`src/rtl/id_ex_if.sv`:
```
// Decode-to-execute boundary bundle: decoded fields in, registered EX fields and
// hazard/stall status out.
interface id_ex_if #(
  parameter int DATA_WIDTH = 32,
  parameter int CNT_WIDTH  = 16
);
  logic                  id_valid;
  logic [31:0]           id_instr;
  logic [DATA_WIDTH-1:0] id_pc;
  logic [4:0]            id_rs1_addr;
  logic [4:0]            id_rs2_addr;
  logic                  id_uses_rs1;
  logic                  id_uses_rs2;
  logic [4:0]            id_rd_addr;
  logic [DATA_WIDTH-1:0] id_rs1_data;
  logic [DATA_WIDTH-1:0] id_rs2_data;
  logic [DATA_WIDTH-1:0] id_imm;
  logic                  id_reg_write;
  logic                  id_mem_read;
  logic                  id_mem_write;
  logic [3:0]            id_alu_op;
  logic                  ext_stall;
  logic                  flush;

  logic                  ex_valid;
  logic [31:0]           ex_instr;
  logic [DATA_WIDTH-1:0] ex_pc;
  logic [4:0]            ex_rs1_addr;
  logic [4:0]            ex_rs2_addr;
  logic [4:0]            ex_rd_addr;
  logic [DATA_WIDTH-1:0] ex_rs1_data;
  logic [DATA_WIDTH-1:0] ex_rs2_data;
  logic [DATA_WIDTH-1:0] ex_imm;
  logic                  ex_reg_write;
  logic                  ex_mem_read;
  logic                  ex_mem_write;
  logic [3:0]            ex_alu_op;
  logic                  stall_if_id;
  logic                  load_use_hazard;
  logic [CNT_WIDTH-1:0]  bubble_count;

  modport master (
    output id_valid, id_instr, id_pc, id_rs1_addr, id_rs2_addr, id_uses_rs1,
           id_uses_rs2, id_rd_addr, id_rs1_data, id_rs2_data, id_imm,
           id_reg_write, id_mem_read, id_mem_write, id_alu_op, ext_stall, flush,
    input  ex_valid, ex_instr, ex_pc, ex_rs1_addr, ex_rs2_addr, ex_rd_addr,
           ex_rs1_data, ex_rs2_data, ex_imm, ex_reg_write, ex_mem_read,
           ex_mem_write, ex_alu_op, stall_if_id, load_use_hazard, bubble_count
  );

  modport slave (
    input  id_valid, id_instr, id_pc, id_rs1_addr, id_rs2_addr, id_uses_rs1,
           id_uses_rs2, id_rd_addr, id_rs1_data, id_rs2_data, id_imm,
           id_reg_write, id_mem_read, id_mem_write, id_alu_op, ext_stall, flush,
    output ex_valid, ex_instr, ex_pc, ex_rs1_addr, ex_rs2_addr, ex_rd_addr,
           ex_rs1_data, ex_rs2_data, ex_imm, ex_reg_write, ex_mem_read,
           ex_mem_write, ex_alu_op, stall_if_id, load_use_hazard, bubble_count
  );
endinterface

```
`src/rtl/id_ex_stage.sv`:
```
// ID/EX pipeline register with load-use hazard detection, bubble insertion and
// a saturating count of inserted bubbles.
module id_ex_stage #(
  parameter int          DATA_WIDTH = 32,
  parameter int          CNT_WIDTH  = 16,
  parameter logic [31:0] NOP_INSTR  = 32'h00000013
) (
  input  logic  clk,
  input  logic  rst_n,
  id_ex_if.slave bus
);

  typedef struct packed {
    logic                  valid;
    logic [31:0]           instr;
    logic [DATA_WIDTH-1:0] pc;
    logic [4:0]            rs1_addr;
    logic [4:0]            rs2_addr;
    logic [4:0]            rd_addr;
    logic [DATA_WIDTH-1:0] rs1_data;
    logic [DATA_WIDTH-1:0] rs2_data;
    logic [DATA_WIDTH-1:0] imm;
    logic                  reg_write;
    logic                  mem_read;
    logic                  mem_write;
    logic [3:0]            alu_op;
  } ex_fields_t;

  // Zeroed addresses keep the forwarding unit from matching on a bubble.
  function automatic ex_fields_t bubble_fields();
    ex_fields_t f;
    f       = '0;
    f.instr = NOP_INSTR;
    return f;
  endfunction

  ex_fields_t           ex_r;
  ex_fields_t           id_fields_s;
  logic [CNT_WIDTH-1:0] bubble_count_r;
  logic                 rs1_match_s;
  logic                 rs2_match_s;
  logic                 hazard_s;
  logic                 stall_s;

  // Decode fields as they would be captured; side effects killed when not valid.
  always_comb begin
    id_fields_s          = '0;
    id_fields_s.valid    = bus.id_valid;
    id_fields_s.instr    = bus.id_instr;
    id_fields_s.pc       = bus.id_pc;
    id_fields_s.rs1_addr = bus.id_rs1_addr;
    id_fields_s.rs2_addr = bus.id_rs2_addr;
    id_fields_s.rs1_data = bus.id_rs1_data;
    id_fields_s.rs2_data = bus.id_rs2_data;
    id_fields_s.imm      = bus.id_imm;
    id_fields_s.alu_op   = bus.id_alu_op;
    if (bus.id_valid) begin
      id_fields_s.rd_addr   = bus.id_rd_addr;
      id_fields_s.reg_write = bus.id_reg_write;
      id_fields_s.mem_read  = bus.id_mem_read;
      id_fields_s.mem_write = bus.id_mem_write;
    end else begin
      id_fields_s.rd_addr   = 5'd0;
      id_fields_s.reg_write = 1'b0;
      id_fields_s.mem_read  = 1'b0;
      id_fields_s.mem_write = 1'b0;
    end
  end

  // Load in EX whose result a source operand in decode needs this cycle.
  // The hold request ignores the hazard while reset is asserted.
  always_comb begin
    rs1_match_s = bus.id_uses_rs1 & (bus.id_rs1_addr == ex_r.rd_addr);
    rs2_match_s = bus.id_uses_rs2 & (bus.id_rs2_addr == ex_r.rd_addr);
    hazard_s    = ex_r.valid & ex_r.mem_read & (ex_r.rd_addr != 5'd0) &
                  bus.id_valid & (rs1_match_s | rs2_match_s);
    stall_s     = bus.ext_stall | (hazard_s & ~bus.flush & rst_n);
  end

  // Pipeline register and bubble counter: reset > flush > hold > bubble > load.
  always_ff @(posedge clk) begin
    if (!rst_n) begin
      ex_r           <= bubble_fields();
      bubble_count_r <= '0;
    end else if (bus.flush) begin
      ex_r           <= bubble_fields();
      bubble_count_r <= bubble_count_r;
    end else if (bus.ext_stall) begin
      ex_r           <= ex_r;
      bubble_count_r <= bubble_count_r;
    end else if (hazard_s) begin
      ex_r <= bubble_fields();
      if (bubble_count_r != {CNT_WIDTH{1'b1}}) begin
        bubble_count_r <= bubble_count_r + CNT_WIDTH'(1);
      end else begin
        bubble_count_r <= bubble_count_r;
      end
    end else begin
      ex_r           <= id_fields_s;
      bubble_count_r <= bubble_count_r;
    end
  end

  assign bus.ex_valid        = ex_r.valid;
  assign bus.ex_instr        = ex_r.instr;
  assign bus.ex_pc           = ex_r.pc;
  assign bus.ex_rs1_addr     = ex_r.rs1_addr;
  assign bus.ex_rs2_addr     = ex_r.rs2_addr;
  assign bus.ex_rd_addr      = ex_r.rd_addr;
  assign bus.ex_rs1_data     = ex_r.rs1_data;
  assign bus.ex_rs2_data     = ex_r.rs2_data;
  assign bus.ex_imm          = ex_r.imm;
  assign bus.ex_reg_write    = ex_r.reg_write;
  assign bus.ex_mem_read     = ex_r.mem_read;
  assign bus.ex_mem_write    = ex_r.mem_write;
  assign bus.ex_alu_op       = ex_r.alu_op;
  assign bus.stall_if_id     = stall_s;
  assign bus.load_use_hazard = hazard_s;
  assign bus.bubble_count    = bubble_count_r;

endmodule

```
`src/flat_wrapper.sv`:
```
// flat-port wrapper written by rule: the top's interface ports become plain ports
module id_ex_stage_flat 
#(
  parameter int          DATA_WIDTH = 32,
  parameter int          CNT_WIDTH  = 16,
  parameter logic [31:0] NOP_INSTR  = 32'h00000013
)
  (clk, rst_n, bus_id_valid, bus_id_instr, bus_id_pc, bus_id_rs1_addr, bus_id_rs2_addr, bus_id_uses_rs1, bus_id_uses_rs2, bus_id_rd_addr, bus_id_rs1_data, bus_id_rs2_data, bus_id_imm, bus_id_reg_write, bus_id_mem_read, bus_id_mem_write, bus_id_alu_op, bus_ext_stall, bus_flush, bus_ex_valid, bus_ex_instr, bus_ex_pc, bus_ex_rs1_addr, bus_ex_rs2_addr, bus_ex_rd_addr, bus_ex_rs1_data, bus_ex_rs2_data, bus_ex_imm, bus_ex_reg_write, bus_ex_mem_read, bus_ex_mem_write, bus_ex_alu_op, bus_stall_if_id, bus_load_use_hazard, bus_bubble_count);
  id_ex_if #(.DATA_WIDTH(DATA_WIDTH), .CNT_WIDTH(CNT_WIDTH)) bus_i ();
  input  logic clk;
  input  logic rst_n;
  input wire logic [$bits(bus_i.id_valid)-1:0] bus_id_valid;
  input wire logic [$bits(bus_i.id_instr)-1:0] bus_id_instr;
  input wire logic [$bits(bus_i.id_pc)-1:0] bus_id_pc;
  input wire logic [$bits(bus_i.id_rs1_addr)-1:0] bus_id_rs1_addr;
  input wire logic [$bits(bus_i.id_rs2_addr)-1:0] bus_id_rs2_addr;
  input wire logic [$bits(bus_i.id_uses_rs1)-1:0] bus_id_uses_rs1;
  input wire logic [$bits(bus_i.id_uses_rs2)-1:0] bus_id_uses_rs2;
  input wire logic [$bits(bus_i.id_rd_addr)-1:0] bus_id_rd_addr;
  input wire logic [$bits(bus_i.id_rs1_data)-1:0] bus_id_rs1_data;
  input wire logic [$bits(bus_i.id_rs2_data)-1:0] bus_id_rs2_data;
  input wire logic [$bits(bus_i.id_imm)-1:0] bus_id_imm;
  input wire logic [$bits(bus_i.id_reg_write)-1:0] bus_id_reg_write;
  input wire logic [$bits(bus_i.id_mem_read)-1:0] bus_id_mem_read;
  input wire logic [$bits(bus_i.id_mem_write)-1:0] bus_id_mem_write;
  input wire logic [$bits(bus_i.id_alu_op)-1:0] bus_id_alu_op;
  input wire logic [$bits(bus_i.ext_stall)-1:0] bus_ext_stall;
  input wire logic [$bits(bus_i.flush)-1:0] bus_flush;
  output wire logic [$bits(bus_i.ex_valid)-1:0] bus_ex_valid;
  output wire logic [$bits(bus_i.ex_instr)-1:0] bus_ex_instr;
  output wire logic [$bits(bus_i.ex_pc)-1:0] bus_ex_pc;
  output wire logic [$bits(bus_i.ex_rs1_addr)-1:0] bus_ex_rs1_addr;
  output wire logic [$bits(bus_i.ex_rs2_addr)-1:0] bus_ex_rs2_addr;
  output wire logic [$bits(bus_i.ex_rd_addr)-1:0] bus_ex_rd_addr;
  output wire logic [$bits(bus_i.ex_rs1_data)-1:0] bus_ex_rs1_data;
  output wire logic [$bits(bus_i.ex_rs2_data)-1:0] bus_ex_rs2_data;
  output wire logic [$bits(bus_i.ex_imm)-1:0] bus_ex_imm;
  output wire logic [$bits(bus_i.ex_reg_write)-1:0] bus_ex_reg_write;
  output wire logic [$bits(bus_i.ex_mem_read)-1:0] bus_ex_mem_read;
  output wire logic [$bits(bus_i.ex_mem_write)-1:0] bus_ex_mem_write;
  output wire logic [$bits(bus_i.ex_alu_op)-1:0] bus_ex_alu_op;
  output wire logic [$bits(bus_i.stall_if_id)-1:0] bus_stall_if_id;
  output wire logic [$bits(bus_i.load_use_hazard)-1:0] bus_load_use_hazard;
  output wire logic [$bits(bus_i.bubble_count)-1:0] bus_bubble_count;
  assign bus_i.id_valid = bus_id_valid;
  assign bus_i.id_instr = bus_id_instr;
  assign bus_i.id_pc = bus_id_pc;
  assign bus_i.id_rs1_addr = bus_id_rs1_addr;
  assign bus_i.id_rs2_addr = bus_id_rs2_addr;
  assign bus_i.id_uses_rs1 = bus_id_uses_rs1;
  assign bus_i.id_uses_rs2 = bus_id_uses_rs2;
  assign bus_i.id_rd_addr = bus_id_rd_addr;
  assign bus_i.id_rs1_data = bus_id_rs1_data;
  assign bus_i.id_rs2_data = bus_id_rs2_data;
  assign bus_i.id_imm = bus_id_imm;
  assign bus_i.id_reg_write = bus_id_reg_write;
  assign bus_i.id_mem_read = bus_id_mem_read;
  assign bus_i.id_mem_write = bus_id_mem_write;
  assign bus_i.id_alu_op = bus_id_alu_op;
  assign bus_i.ext_stall = bus_ext_stall;
  assign bus_i.flush = bus_flush;
  assign bus_ex_valid = bus_i.ex_valid;
  assign bus_ex_instr = bus_i.ex_instr;
  assign bus_ex_pc = bus_i.ex_pc;
  assign bus_ex_rs1_addr = bus_i.ex_rs1_addr;
  assign bus_ex_rs2_addr = bus_i.ex_rs2_addr;
  assign bus_ex_rd_addr = bus_i.ex_rd_addr;
  assign bus_ex_rs1_data = bus_i.ex_rs1_data;
  assign bus_ex_rs2_data = bus_i.ex_rs2_data;
  assign bus_ex_imm = bus_i.ex_imm;
  assign bus_ex_reg_write = bus_i.ex_reg_write;
  assign bus_ex_mem_read = bus_i.ex_mem_read;
  assign bus_ex_mem_write = bus_i.ex_mem_write;
  assign bus_ex_alu_op = bus_i.ex_alu_op;
  assign bus_stall_if_id = bus_i.stall_if_id;
  assign bus_load_use_hazard = bus_i.load_use_hazard;
  assign bus_bubble_count = bus_i.bubble_count;
  id_ex_stage #(.DATA_WIDTH(DATA_WIDTH), .CNT_WIDTH(CNT_WIDTH), .NOP_INSTR(NOP_INSTR)) u_core (.clk(clk), .rst_n(rst_n), .bus(bus_i));
endmodule
```
`config.mk`:
```
export PLATFORM = sky130hd
export DESIGN_NAME = id_ex_stage_flat
export DESIGN_NICKNAME = d
export VERILOG_FILES = /design/src/rtl/id_ex_if.sv /design/src/rtl/id_ex_stage.sv /design/src/flat_wrapper.sv
export SDC_FILE = /design/constraint.sdc
export NUM_CORES = 1
export LEC_CHECK = 0
export BUFFER_PORTS_ARGS = -buffer_cell sky130_fd_sc_hd__buf_2
export CORE_MARGIN = 4
export CORE_UTILIZATION = 30
export DETAILED_ROUTE_END_ITERATION = 8
export SLEW_MARGIN = 25
export SYNTH_ARGS = -nofsm -noshare
export SYNTH_HDL_FRONTEND = slang
export SYNTH_SLANG_ARGS = --single-unit
```
`constraint.sdc`:
```
create_clock -name clk -period 3.84 [get_ports clk]
set_clock_uncertainty 0.1 [all_clocks]
set_input_delay 0.768 -clock clk [delete_from_list [all_inputs] [get_ports clk]]
set_output_delay 0.768 -clock clk [all_outputs]
set_load 0.01 [all_outputs]
```
Yosys cells after proc, flatten, opt, wreduce, memory -nomap -nowiden
Cells that the tools add are included.
Widths: inputs -> output; s select.
{"block": "op_classes", "addsub": 1, "n_reduce_logical": 3, "n_mux": 3, "eq_ne": 3, "bitwise_logic": 13}
{"operator": "$mux 183", "count": 1}
{"operator": "$add 16x1->16 const B", "count": 1}
{"operator": "$ne 16x16->1 const B", "count": 1}
{"operator": "$eq 5x5->1", "count": 2}
{"operator": "$and 1x1->1", "count": 8}
{"operator": "$mux 5", "count": 1}
{"operator": "$reduce_bool 5->1", "count": 1}
{"operator": "$reduce_and 4->1", "count": 1}
{"operator": "$mux 3", "count": 1}
{"operator": "$not 1->1", "count": 3}
{"operator": "$or 1x1->1", "count": 2}
{"operator": "$reduce_or 2->1", "count": 1}
{"block": "word_totals", "ff_bits": 199, "word_cells": 37, "inputBits": 189}

Depth between registers and ports, before layout
{"block": "depth", "depth_word": 7, "mapped_depth": 8, "ltp_nobuf": 5}

Worst setup path after synthesis
OpenSTA, ideal clock, no wires.
{"block": "synth_timing", "path_type": "input to output", "from": "in bus_id_rs1_addr[1]", "to": "out bus_stall_if_id", "path_stages": 6, "slack_ns": 1.113, "path_buffers": 1, "t_arrival_ns": 1.859, "required_ns": 2.972, "cell_sequence": "xnor2_1 nand4_1 o22a_1 clkbuf_1 nor2_1 a21o_1"}
{"block": "synth_between", "elab_chain_len": 7}
{"item": "start: declaration", "line_no": "flat_wrapper.sv:15", "text": "input wire logic [$bits(bus_i.id_rs1_addr)-1:0] bus_id_rs1_addr;"}
{"item": "$eq 5x5->1", "line_no": "id_ex_stage.sv:73", "text": "rs1_match_s = bus.id_uses_rs1 & (bus.id_rs1_addr == ex_r.rd_addr);"}
{"item": "$and 1x1->1", "line_no": "id_ex_stage.sv:73"}
{"item": "$or 1x1->1", "line_no": "id_ex_stage.sv:76", "text": "bus.id_valid & (rs1_match_s | rs2_match_s);"}
{"item": "$and 1x1->1", "line_no": "id_ex_stage.sv:76"}
{"item": "named net bus_load_use_hazard", "line_no": "flat_wrapper.sv:43", "text": "output wire logic [$bits(bus_i.load_use_hazard)-1:0] bus_load_use_hazard;"}
{"item": "$and 1x1->1 (2 in series)", "line_no": "id_ex_stage.sv:77", "text": "stall_s = bus.ext_stall | (hazard_s & ~bus.flush & rst_n);"}
{"item": "$or 1x1->1", "line_no": "id_ex_stage.sv:77"}
{"item": "end: declaration", "line_no": "flat_wrapper.sv:42", "text": "output wire logic [$bits(bus_i.stall_if_id)-1:0] bus_stall_if_id;"}
The timed path passes the listed nets, and every way through them passes these cells.

Worst setup path after layout
{"block": "layout_timing", "from": "in bus_id_rs1_addr[4]", "to": "out bus_stall_if_id"}
{"block": "layout_between", "elab_chain_len": 7}
{"item": "$eq 5x5->1", "line_no": "id_ex_stage.sv:73"}
{"item": "$and 1x1->1", "line_no": "id_ex_stage.sv:73"}
{"item": "$or 1x1->1", "line_no": "id_ex_stage.sv:76"}
{"item": "$and 1x1->1", "line_no": "id_ex_stage.sv:76"}
{"item": "$and 1x1->1 (2 in series)", "line_no": "id_ex_stage.sv:77"}
{"item": "$or 1x1->1", "line_no": "id_ex_stage.sv:77"}
No other way between the ends.

==> flow_summary.toml <==
[status]
status = "finished clean"

[sta]
rsz0062_at_grt = "false"
finalCriticalPeriod_ns = 2.927
fin_ws_ns = 0.9131
tns_ns = 0
drv_slew = 0
hold_viol = 0
relSlewSlack_pct = 37.67
setup_violations = 0
fmax_mhz = 341.7
period_share_pct = 76.22
max_slew.worst_pin.slew_ns = 0.9308

[grt]
grt-ovfl-total = 0
grt_antenna_before_repair = 2
grt_max_degree = 90
grt_usage_pct = 15.50
grt_pass1_wl_um = 30080
grt_pass1_vias = 5465

[worst_setup_path]
r2r_setup_slack_ns = 1.50
arrival_ns = 2.06
crit_path_max_fanout = 2
start_kind = "input port"
slowest_delay_ns = 0.27
r2r-start = "u_core.bus.ex_rd_addr[0]"
crit_slowest_cell = "xnor2_1"
cp.required_ns = 2.97
worstSetupPathType = "in -> out"
cp-end-kind = "output pin"
crit_path_cell_trace = "buf_2 > xnor2_1 > nand4_1 > o22a_1 > nor2_1 > a21o_1 > buf_2"
startpoint = "bus_id_rs1_addr[4]"
path_common_cell = "buf_2"

[detailed_routing]
num_vias = 5722
dr.first_iter.drc_count = 324
wl_per_cell_um = 17.13
route.detailed.drc = 0
routed_via_density = 4.804
route.antenna.remaining_nets = 0
dr.pass1.iters = 5
wl_um = 20400

[floorplanning]
rows = 53
die_h_um = 156.1
die_w_um = 156.1
die_area_mm2 = 0.02435
core_area_mm2 = 0.02129
pin_count = 390
start_util_pct = 30.89

[synth]
avgSynthCellArea_um2 = 12.25
syn_nets = 727
ys_seq_elements = 199
yosysWarnings = 0
netlist_area_mm2 = 0.006576
yosysUniqueCellTypes = 39
postSynthCellCount = 537
synth-seq-area-share_pct = 60.58

[power]
vdd_drop_max_uv = 270.4
p_per_area_mw_per_mm2 = 459.4
total_power_mw = 4.266
p_leak_nw = 4.513

[cts]
cts_resized = 0
cts_root_buf = "clkbuf_16"
hold_buffers = 0
clock_path_buffers = 2
insertion_delay_ns = 0.42
clock_sinks = 199
htree_levels = 4
clk_pin_slew_ns = 0.08
post_cts_buffers = 0
cts-buffers-inserted = 17
cts_tree = "built"

[place]
port_buffers = 389
place.gp.congestion = 0.7679
dp_hpwl_um = 14750
dpl_worst_slack_ns = 0.8846
dp_cells = 1160

[cells_and_area]
fin_cells = 1191
final_cell_mix = "buf_2, dfxtp_1, a22o_1, clkbuf_16"
final_common_cell = "buf_2"
area_growth_pct = 41.21
antenna_cells = 0
drive_gt1_share_pct = 46.62
fin_util_pct = 43.63
nNetsFinal = 1094

[job]
drv_cap = 0

[hold_path]
min_from = "u_core.bus.ex_instr[1]"
holdCritPathClass = "reg -> reg"
-- power breakdown --
part           internal (mW)  switching [mW]
registers               2.12          0.0325
logic                  0.171           0.164
clock network          0.930           0.845
total                   3.23            1.04
-- per-stage QoR --
| stage | area [µm²] | hold slack [ns] |
|---|---|---|
| 5_1_grt | 9286 | 0.3844 |
| 6_report | 9286 | 0.3682 |
| 3_5_place_dp | 8697 | 0.3464 |
| 3_3_place_gp | 8697 | 0.3427 |
| 4_1_cts | 9286 | 0.3707 |
| 2_1_floorplan | 6576 | 0.4022 |
-- worst max-delay path: cells and delay by family --
kind,cells,cell delay (ns)
xor+xnor,1,0.27
simple gates,2,0.36
compound gates,2,0.41
buf+inv,2,0.25
-- cells by family after synthesis --
family,Yosys count,synth area share [%]
XOR/XNOR,10,1.332
flip-flops,199,60.58
buffers and inverters,47,4.186
AND/OR/NAND/NOR,55,4.947
multiplexers,2,0.3044
adder cells (fa/ha/maj),1,0.1902
AO/OA/AOI/OAI,223,28.46
-- path summary, 6_finish.rpt --
| check | depth (start not counted) | endpoint |
|---|---|---|
| worst max-delay path | 7 | bus_stall_if_id |
| worst min register to register | 1 | u_core.bus.ex_instr[1] |
| worst max register to register | 5 | u_core.bus.ex_rs1_data[19] |
| worst min-delay path | 1 | u_core.bus.ex_instr[1] |
-- cell type report --
class / count / area [µm²]
well taps: 275 / 344.1
flip-flops and latches: 199 / 3984
repair buffers: 394 / 2034
fillers: 2043 / 12000
clock buffers: 18 / 429.2
clock inverters: 13 / 160.2
multi-input cells: 291 / 2331
inverters: 1 / 3.754
-- state kept, by name, summed over array words and instances (netlist names), 4 cells and up --
register / cells
u_core.bus.ex_imm: 32
u_core.bus.ex_instr: 32
u_core.bus.ex_pc: 32
u_core.bus.ex_rs1_data: 32
u_core.bus.ex_rs2_data: 32
u_core.bus.bubble_count: 16
u_core.bus.ex_rd_addr: 5
u_core.bus.ex_rs1_addr: 5
u_core.bus.ex_rs2_addr: 5
u_core.bus.ex_alu_op: 4
-- per-layer routing --
metal / vias up / track usage, % / share of wire, % / wire [µm]
met1: 2606 / 18.97 / 41 / 8400
met4: 4 / 3.918 / 1.5 / 304
met2: 267 / 25.11 / 47 / 9570
met3: 24 / 6.796 / 10 / 2106
met5: - / 0 / 0.074 / 15
li1: 2821 / - / - / -
-- cell usage after synthesis (all sizes together) --
cell	count	area [µm²]
mux2i	2	20.02
o41ai	1	8.760
nand4	7	43.79
or4	11	82.58
o21ai	4	20.01
nand3	7	35.03
a22o	179	1568
nor2	4	15.01
buf	24	188.9
o31ai	10	75.07
nand2b	2	12.51
xnor2	10	87.58
or3	1	6.260
nor3	2	10.01
and4	3	26.28
nor4	2	12.51
o311ai	1	8.760
and3	5	31.28
clkbuf	22	82.58
and2	2	12.51
nand3b	1	7.510
nand2	8	30.03
o22a	4	35.03
o211ai	2	15.01
ha	1	12.51
a21oi	12	63.81
a21boi	1	7.510
a21o	2	15.01
o22ai	1	6.260
o21a	3	22.52
dfxtp	199	3984
o31a	2	17.52
o2111ai	1	8.760
inv	1	3.750
(Power assumes the default switching activity.)
